**config.mk**
```make
export PLATFORM = sky130hd
export DESIGN_NAME = light_step_ctrl
export DESIGN_NICKNAME = d
export VERILOG_FILES = /design/src/rtl/light_step_ctrl.sv
export SDC_FILE = /design/constraint.sdc
export NUM_CORES = 1
export LEC_CHECK = 0
export BUFFER_PORTS_ARGS = -buffer_cell sky130_fd_sc_hd__buf_4
export CAP_MARGIN = 20
export CORE_MARGIN = 5
export CORE_UTILIZATION = 50
export CTS_CLUSTER_SIZE = 8
export DETAILED_ROUTE_END_ITERATION = 8
export PLACE_DENSITY = 0.71
export RECOVER_POWER = 100
export SLEW_MARGIN = 0
export SYNTH_ARGS = -nofsm -noshare
export SYNTH_HDL_FRONTEND = slang
export SYNTH_SLANG_ARGS = --single-unit
```
**constraint.sdc**
```tcl
create_clock -name clk -period 12.5 [get_ports clk]
set_clock_uncertainty 0.15 [all_clocks]
set_input_delay 2.5 -clock clk [delete_from_list [all_inputs] [get_ports clk]]
set_output_delay 2.5 -clock clk [all_outputs]
set_load 0.01 [all_outputs]
```
**src/rtl/light_step_ctrl.sv**
```systemverilog
// Run-control front end for the light sequencer.
// Three raw buttons are synchronised, debounced and turned into press pulses. These pulses
// drive a run/pause/stop FSM. The FSM produces the sequencer enable level and a
// programmable-rate step pulse. It also stops automatically after a programmed step count.
module light_step_ctrl #(
  parameter int unsigned DEBOUNCE = 500000,
  parameter int unsigned PERIOD_W = 16
) (
  input  logic                clk,
  input  logic                reset,
  input  logic                start_btn,
  input  logic                pause_btn,
  input  logic                stop_btn,
  input  logic [PERIOD_W-1:0] period,
  input  logic [7:0]          max_steps,
  output logic                enable,
  output logic                step,
  output logic [1:0]          state,
  output logic [7:0]          step_count
);

  localparam int unsigned      CntW   = $clog2(DEBOUNCE);
  localparam logic [CntW-1:0] CntMax = CntW'(DEBOUNCE - 1);

  typedef enum logic [1:0] {
    StIdle  = 2'b00,
    StRun   = 2'b01,
    StPause = 2'b10,
    StDone  = 2'b11
  } state_e;

  // ---------------------------------------------------------------------------
  // Button path: bit 0 = start, bit 1 = pause, bit 2 = stop
  // ---------------------------------------------------------------------------
  logic [2:0]      btn_raw;
  logic [2:0]      sync1_q, sync2_q;
  logic [2:0]      db_q, db_d, db_dly_q;
  logic [2:0]      press_q;
  logic [CntW-1:0] db_cnt_q [3];
  logic [CntW-1:0] db_cnt_d [3];

  assign btn_raw = {stop_btn, pause_btn, start_btn};

  // Debounce: the level flips after DEBOUNCE consecutive samples that disagree with it
  always_comb begin
    for (int i = 0; i < 3; i++) begin
      db_d[i]     = db_q[i];
      db_cnt_d[i] = db_cnt_q[i];
      if (sync2_q[i] == db_q[i]) begin
        db_cnt_d[i] = '0;
      end else if (db_cnt_q[i] == CntMax) begin
        db_d[i]     = sync2_q[i];
        db_cnt_d[i] = '0;
      end else begin
        db_cnt_d[i] = db_cnt_q[i] + CntW'(1);
      end
    end
  end

  // Synchroniser, debounce state and registered press (rising-edge) pulses
  always_ff @(posedge clk) begin
    if (reset) begin
      sync1_q  <= '0;
      sync2_q  <= '0;
      db_q     <= '0;
      db_dly_q <= '0;
      press_q  <= '0;
      for (int i = 0; i < 3; i++) db_cnt_q[i] <= '0;
    end else begin
      sync1_q  <= btn_raw;
      sync2_q  <= sync1_q;
      db_q     <= db_d;
      db_dly_q <= db_q;
      // Registered so the pulse lands one cycle after the debounced level rises
      press_q  <= db_q & ~db_dly_q;
      for (int i = 0; i < 3; i++) db_cnt_q[i] <= db_cnt_d[i];
    end
  end

  logic start_p, pause_p, stop_p;
  assign start_p = press_q[0];
  assign pause_p = press_q[1];
  assign stop_p  = press_q[2];

  // ---------------------------------------------------------------------------
  // Run/pause/stop FSM with prescaler and step counter
  // ---------------------------------------------------------------------------
  state_e                state_q, state_d;
  logic [PERIOD_W-1:0]   pre_q, pre_d;
  logic [7:0]            cnt_q, cnt_d, cnt_inc;
  logic                  step_q, step_d;
  logic                  enable_q, enable_d;
  logic [PERIOD_W-1:0]   eff_last;
  logic                  wrap;

  // Period 0 behaves like period 1; >= lets a mid-run shrink wrap immediately
  assign eff_last = (period == '0) ? '0 : period - PERIOD_W'(1);
  assign wrap     = (pre_q >= eff_last);
  assign cnt_inc  = cnt_q + 8'd1;

  // Next state, prescaler and counter; priority stop > start > pause
  always_comb begin
    state_d  = state_q;
    pre_d    = pre_q;
    cnt_d    = cnt_q;
    step_d   = 1'b0;
    unique case (state_q)
      StIdle: begin
        pre_d = '0;
        if (start_p) begin
          state_d = StRun;
          cnt_d   = '0;
        end
      end
      StRun: begin
        if (stop_p) begin
          state_d = StIdle;
          pre_d   = '0;
        end else if (pause_p) begin
          // Pause beats a due step; prescaler keeps its pre-wrap value
          state_d = StPause;
        end else if (wrap) begin
          pre_d  = '0;
          step_d = 1'b1;
          cnt_d  = cnt_inc;
          if ((max_steps != 8'd0) && (cnt_inc == max_steps)) state_d = StDone;
        end else begin
          pre_d = pre_q + PERIOD_W'(1);
        end
      end
      StPause: begin
        if (stop_p) begin
          state_d = StIdle;
          pre_d   = '0;
        end else if (start_p) begin
          state_d = StRun;
        end
      end
      StDone: begin
        if (stop_p) begin
          state_d = StIdle;
          pre_d   = '0;
        end else if (start_p) begin
          state_d = StRun;
          pre_d   = '0;
          cnt_d   = '0;
        end
      end
    endcase
    enable_d = (state_d == StRun) || (state_d == StPause);
  end

  // FSM state and registered outputs
  always_ff @(posedge clk) begin
    if (reset) begin
      state_q  <= StIdle;
      pre_q    <= '0;
      cnt_q    <= '0;
      step_q   <= 1'b0;
      enable_q <= 1'b0;
    end else begin
      state_q  <= state_d;
      pre_q    <= pre_d;
      cnt_q    <= cnt_d;
      step_q   <= step_d;
      enable_q <= enable_d;
    end
  end

  assign enable     = enable_q;
  assign step       = step_q;
  assign state      = state_q;
  assign step_count = cnt_q;

endmodule

```
# ---- Word-level counts from Yosys, hierarchy flattened
# Memory sizes are Yosys's and may differ from the RTL's.
# Cells that the tools add are included.
# W data, S select, Z words.
dict set report word_totals {
  ramBits 57
  ff_bits 43
  n_memories 1
  input_bits 29
}
dict set report classes {
  n_addsub 6
  magnitude_cmp 1
  n_bitwise 9
  n_eq_ne 19
  n_mux 34
  n_reduce_logical 13
}
# memory words word_bits rd rd_clocked_by_memory_dff write_ports line
set memory_table {}
lappend memory_table {db_cnt_q 3 19 3 0 3 39} ;# logic [CntW-1:0] db_cnt_q [3];
# op n
set op_table {}
lappend op_table {{$mux W19} 9}
lappend op_table {{$mux W16} 7}
lappend op_table {{$pmux W16 S4} 1}
lappend op_table {{$add A19 B1 Y19 const B} 3}
lappend op_table {{$eq A19 B19 Y1 const B} 3}
lappend op_table {{$mux W8} 5}
lappend op_table {{$pmux W8 S3} 1}
lappend op_table {{$add A16 B1 Y16 const B} 1}
lappend op_table {{$ge A16 B16 Y1} 1}
lappend op_table {{$logic_not A16 Y1} 1}
lappend op_table {{$sub A16 B1 Y16 const B} 1}
lappend op_table {{$mux W2} 6}
lappend op_table {{$ne A2 B2 Y1 const B} 5}
lappend op_table {{$add A8 B1 Y8 const B} 1}
lappend op_table {{$eq A8 B8 Y1} 1}
lappend op_table {{$reduce_bool A8 Y1} 1}
lappend op_table {{$eq A2 B2 Y1 const B} 3}
lappend op_table {{$ne A3 B3 Y1 const B} 2}
lappend op_table {{$pmux W2 S3} 1}
lappend op_table {{$reduce_and A2 Y1} 3}
lappend op_table {{$reduce_and A5 Y1} 1}
lappend op_table {{$eq A2 B1 Y1 const B} 2}
lappend op_table {{$mux W1} 4}
lappend op_table {{$not A1 Y1} 4}
lappend op_table {{other kinds (11)} 15}

# ---- Depth between registers and ports, before layout
dict set report logic_depth {
  ltp_word 10
  ltp_mapped 15
  mapped_depth_nobuf 13
}

# ---- Worst setup path after synthesis
# No wires, ideal clock.
dict set report synth_path {
  path_kind {in2reg}
  start {input port period[9]}
  end {register pre_q[9]}
  t_arrival_ns 6.150
  stages 15
  setup_time_ns 0.074
  t_required_ns 12.276
  path_slack_ns 6.126
  cell_sequence {or4_4 > or3_4 > or4_1 > or3_4 > buf_6 > nand2_1 > ha_1 > a211o_1 > a21oi_1 > o211ai_1 > a211oi_1 > buf_2 > buf_2 > nand2_1 > a31oi_1}
}
dict set report synth_between {
  elab_chain_len 7
}
# item line
set synth_lines {}
lappend synth_lines {{start: declaration} 14} ;# input logic [PERIOD_W-1:0] period,
lappend synth_lines {{$sub A16 B1 Y16 or $logic_not A16 Y1 (tied branches)} 97} ;# assign eff_last = (period == '0) ? '0 : period - PERIOD_W'(1);
lappend synth_lines {{$mux W16 (*)} 97}
lappend synth_lines {{$ge A16 B16 Y1 (*)} 98} ;# assign wrap = (pre_q >= eff_last);
lappend synth_lines {{$mux W16 (*)} 122} ;# end else if (wrap) begin
lappend synth_lines {{$mux W16 (*)} 119} ;# end else if (pause_p) begin
lappend synth_lines {{$mux W16 (*)} 116} ;# if (stop_p) begin
lappend synth_lines {{$pmux W16 S4 (*)} 107} ;# unique case (state_q)
lappend synth_lines {{end signal: assignment} 163} ;# pre_q <= pre_d;
lappend synth_lines {{end: declaration} 89} ;# logic [PERIOD_W-1:0] pre_q, pre_d;
# Every way passes the cells marked *; elsewhere a longest branch is shown, timed or not. The select of a mux whose other input is x is not followed.
# A chain may end at the register's enable or synchronous reset.

# ---- Worst setup path in the final report
dict set report layout_path {
  start {input port period[9]}
  end {register cnt_q[4] (netlist: step_count[4])}
}
dict set report layout_between {
  elab_chain_len 5
}
# item line
set layout_lines {}
lappend layout_lines {{$sub A16 B1 Y16 or $logic_not A16 Y1 (tied branches)} 97}
lappend layout_lines {{$mux W16 (*)} 97}
lappend layout_lines {{$ge A16 B16 Y1 (*)} 98}
lappend layout_lines {{$ne A2 B2 Y1 (no source line) (*)} n/a}
lappend layout_lines {{$reduce_and A5 Y1 (no source line) (*)} n/a}
lappend layout_lines {{end signal: assignment} 164} ;# cnt_q <= cnt_d;
lappend layout_lines {{end: declaration} 90} ;# logic [7:0] cnt_q, cnt_d, cnt_inc;
# Every way passes the cells marked *; elsewhere a longest branch is shown, timed or not.

==> results.toml <==
[sta]
setup_viol = 0
slew_viol_final = 0
clock.fmax_ghz = 0.1461
tightest_slew_ns = 1.382
finalCriticalPeriod_ns = 6.845
hold_slack_ns = 0.2345
setup_tns_ns = 0
finalHoldViolCount = 0
rsz0062_at_grt = "no"
period_share_pct = 54.76
timing.slew.headroom_pct = 7.894

[synthesis]
netlist_area_um2 = 5159
async_reset_ff_share_pct = 0
synthesis.nets = 657
ys_types = 50
yosysSeqAreaShare_pct = 38.81
yosys_warnings = 0
synth-seq-cells = 100
yosys_most_used_dff = "dfxtp_1"
syn_inst = 605
synth-edff-count = 0
synth_area_per_cell_um2 = 8.527

[finish]
drive_above_1_share_pct = 6.656
nNetsFinal = 694
area_delta_synth_final_pct = 9.847
antenna_cells = 0

[clocking]
cts_made_buffers = 9
cts_tree = "yes"
clk_pin_slew_ns = 0.09
post-cts-setup-buffers = 0
clockRootBuffer = "clkbuf_8"
hold_buffers = 0
cts_buffer_depth = 2
clock-sinks = 100
htree_levels = 3
clk_latency_ns = 0.36
cts_resized = 0

[worst_hold_path]
min_from = "db_dly_q[1]$_SDFF_PP0_"
whs_endpoint = "press_q[1]$_SDFF_PP0_"
hold_depth = 1
hold_class = "flip-flop to flip-flop"

[pwr]
p_int_uw = 403.8
p_switching_uw = 121.1
pwr-share-comb_pct = 4.9
clock_power_share_pct = 34.2
sw_frac_of_total_pct = 23.07
pwr-share-seq_pct = 61.0
powerDensity_nw_per_um2 = 92.63
max-vdd-ir-drop_v = 0.00005669
p_leak_nw = 2.026

[global_routing]
grt_pass1_vias = 4070
gr-total-overflow = 0
antenna_found_initial = 0
grt_pass1_wl_mm = 17.21
grt.total_usage_pct = 16.04
grt_start_max_net_pins = 33

[setup_path]
cp_common_cell = "or4_1"
cp_num_cells = 13
crit_path_max_incr_delay_ns = 0.82
path_buf_inv = 2
timing.rr.end = "step_count[4]$_SDFFE_PP0P_"
crit_path_end_kind = "flip-flop"
worstPathMaxFanout = 15
path_cells = "clkbuf_1 -> or4_1 -> or3_1 -> or4_1 -> or3_1 -> nand2_1 -> ha_1 -> nand4_1 -> a2111oi_0 -> a21oi_1 -> clkbuf_1 -> or4_1 -> a31oi_1"
rr_worst_depth = 7
r2r_start = "pre_q[9]$_SDFFE_PP0P_"
arrival_ns = 6.96
start_kind = "input port"
critPathSlowestCell = "a2111oi_0"
cp_top_family = "simple AND/OR/NAND/NOR gates"
required_ns = 12.62
r2r_setup_slack_ns = 9.39
crit_type = "input port to flip-flop"

[die]
std_cell_rows = 37
initial_core_util_pct = 50.65
fp.dieArea_um2 = 12450
io_pins = 41
die_x_um = 111.6
core_area_um2 = 10180
die_h_um = 111.6

[placed_design]
dp_hpwl_mm = 7.310
gp_congestion = 0.8335
portBuffers = 40

[routing]
vias = 4240
drcViolationCount = 0
drt-total-wl_mm = 9.953
first_iter_violations = 341
first_pass_iters = 4
wl_per_cell_um = 12.73
vias_per_cell = 5.422
ant_nets = 0

[run]
cap_violations = 0

[outcome]
status = "finished, final reports clean"
==> synthesized netlist by cell type, drive strengths merged (4+ instances only) <==
master / n / share of area [%]
and3: 13 / 1.6
mux2i: 6 / 1.2
o21a: 4 / 0.58
xnor2: 32 / 5.4
ha: 23 / 5.6
buf: 5 / 0.56
nand2b: 13 / 1.6
clkbuf: 11 / 0.80
or3: 7 / 1.0
nor4b: 5 / 0.97
a21oi: 23 / 2.2
o21ai: 7 / 0.68
a31oi: 12 / 1.5
inv: 14 / 1.0
nand4: 16 / 1.9
and4: 5 / 0.85
nand3: 35 / 3.4
nor3: 14 / 1.4
nor2b: 20 / 2.4
nand2: 45 / 3.3
a22o: 6 / 1.0
xor2: 48 / 8.1
nor4: 7 / 0.85
or4: 6 / 0.95
nor2: 89 / 6.5
dfxtp: 100 / 39
nand3b: 5 / 0.73
o211ai: 8 / 1.2
==> flip-flops by register name (all words and copies together), names as in the netlist, 2 cells and up <==
signal,cells
db_cnt_q,57
pre_q,16
step_count,8
db_dly_q,3
db_q,3
press_q,3
sync1_q,3
sync2_q,3
state,2
==> cell families after synthesis <==
group	Yosys count	synth area share (%)
xor+xnor	80	13.58
compound gates	74	9.338
flops	100	38.81
simple gates	292	29.15
fa+ha+maj	23	5.579
mux	6	1.164
buf+inv	30	2.377
==> metrics by stage <==
stage                     setup WS (ns)  std cells  utilization (%)  area [um2]  power (mW)
after global placement            5.550        766            54.71        5572      0.3525
final                             5.655        782            55.64        5667      0.5249
after global routing              5.319        782            55.64        5667      0.5490
after detailed placement          5.426        766            54.71        5572      0.3537
after floorplan                   6.126        605                -        5159      0.3413
after CTS                         5.814        781            56.33        5737      0.5341
==> layout by cell type, fill, tap and decap left out, types with 8 or more instances in the layout <==
cell	Yosys	final
buf_4	0	25
nor3_1	14	14
xor2_1	48	48
nor2b_1	20	20
and3_1	13	13
clkbuf_1	11	18
ha_1	23	23
xnor2_1	32	32
nand3_1	35	35
clkbuf_8	0	9
nor2_1	89	89
a21oi_1	23	23
nand2b_1	13	13
dfxtp_1	100	100
nand4_1	16	16
nand2_1	45	45
o211ai_1	8	8
a31oi_1	12	12
inv_1	14	14
==> layout make-up <==
type | instances | area, um2
inverter | 14 | 52.55
fill | 952 | 4518
sequential | 100 | 2002
clock inverter | 5 | 37.54
multi-input combinational | 475 | 3025
timing repair buffer | 42 | 251.5
tap | 136 | 170.2
clock buffer | 10 | 127.6
==> per-layer routing <==
layer,part of all wire [%],up-vias,GRT usage [%]
met5,0,-,0
met4,1.9,0,5.515
met3,3.3,18,3.750
met2,50,65,29.27
met1,45,1971,18.33
li1,-,2186,-
==> worst max path at each step <==
stage | from | end
floorplan | period[9] | pre_q[9]$_SDFFE_PP0P_
global placement | period[9] | step_count[3]$_SDFFE_PP0P_
detailed placement | period[9] | step_count[4]$_SDFFE_PP0P_
CTS | period[9] | step_count[4]$_SDFFE_PP0P_
global route | period[8] | step_count[4]$_SDFFE_PP0P_
finish | period[9] | step_count[4]$_SDFFE_PP0P_
==> power by group through the flow <==
stage	clock [mW]	combinational, mW	sequential [mW]
after floorplan	0	0.0139	0.327
after global placement	0	0.0250	0.328
after detailed placement	0	0.0262	0.328
after CTS	0.188	0.0262	0.320
after global routing	0.200	0.0285	0.320
final	0.179	0.0255	0.320
Note: power is estimated with default switching activity, not from simulation.
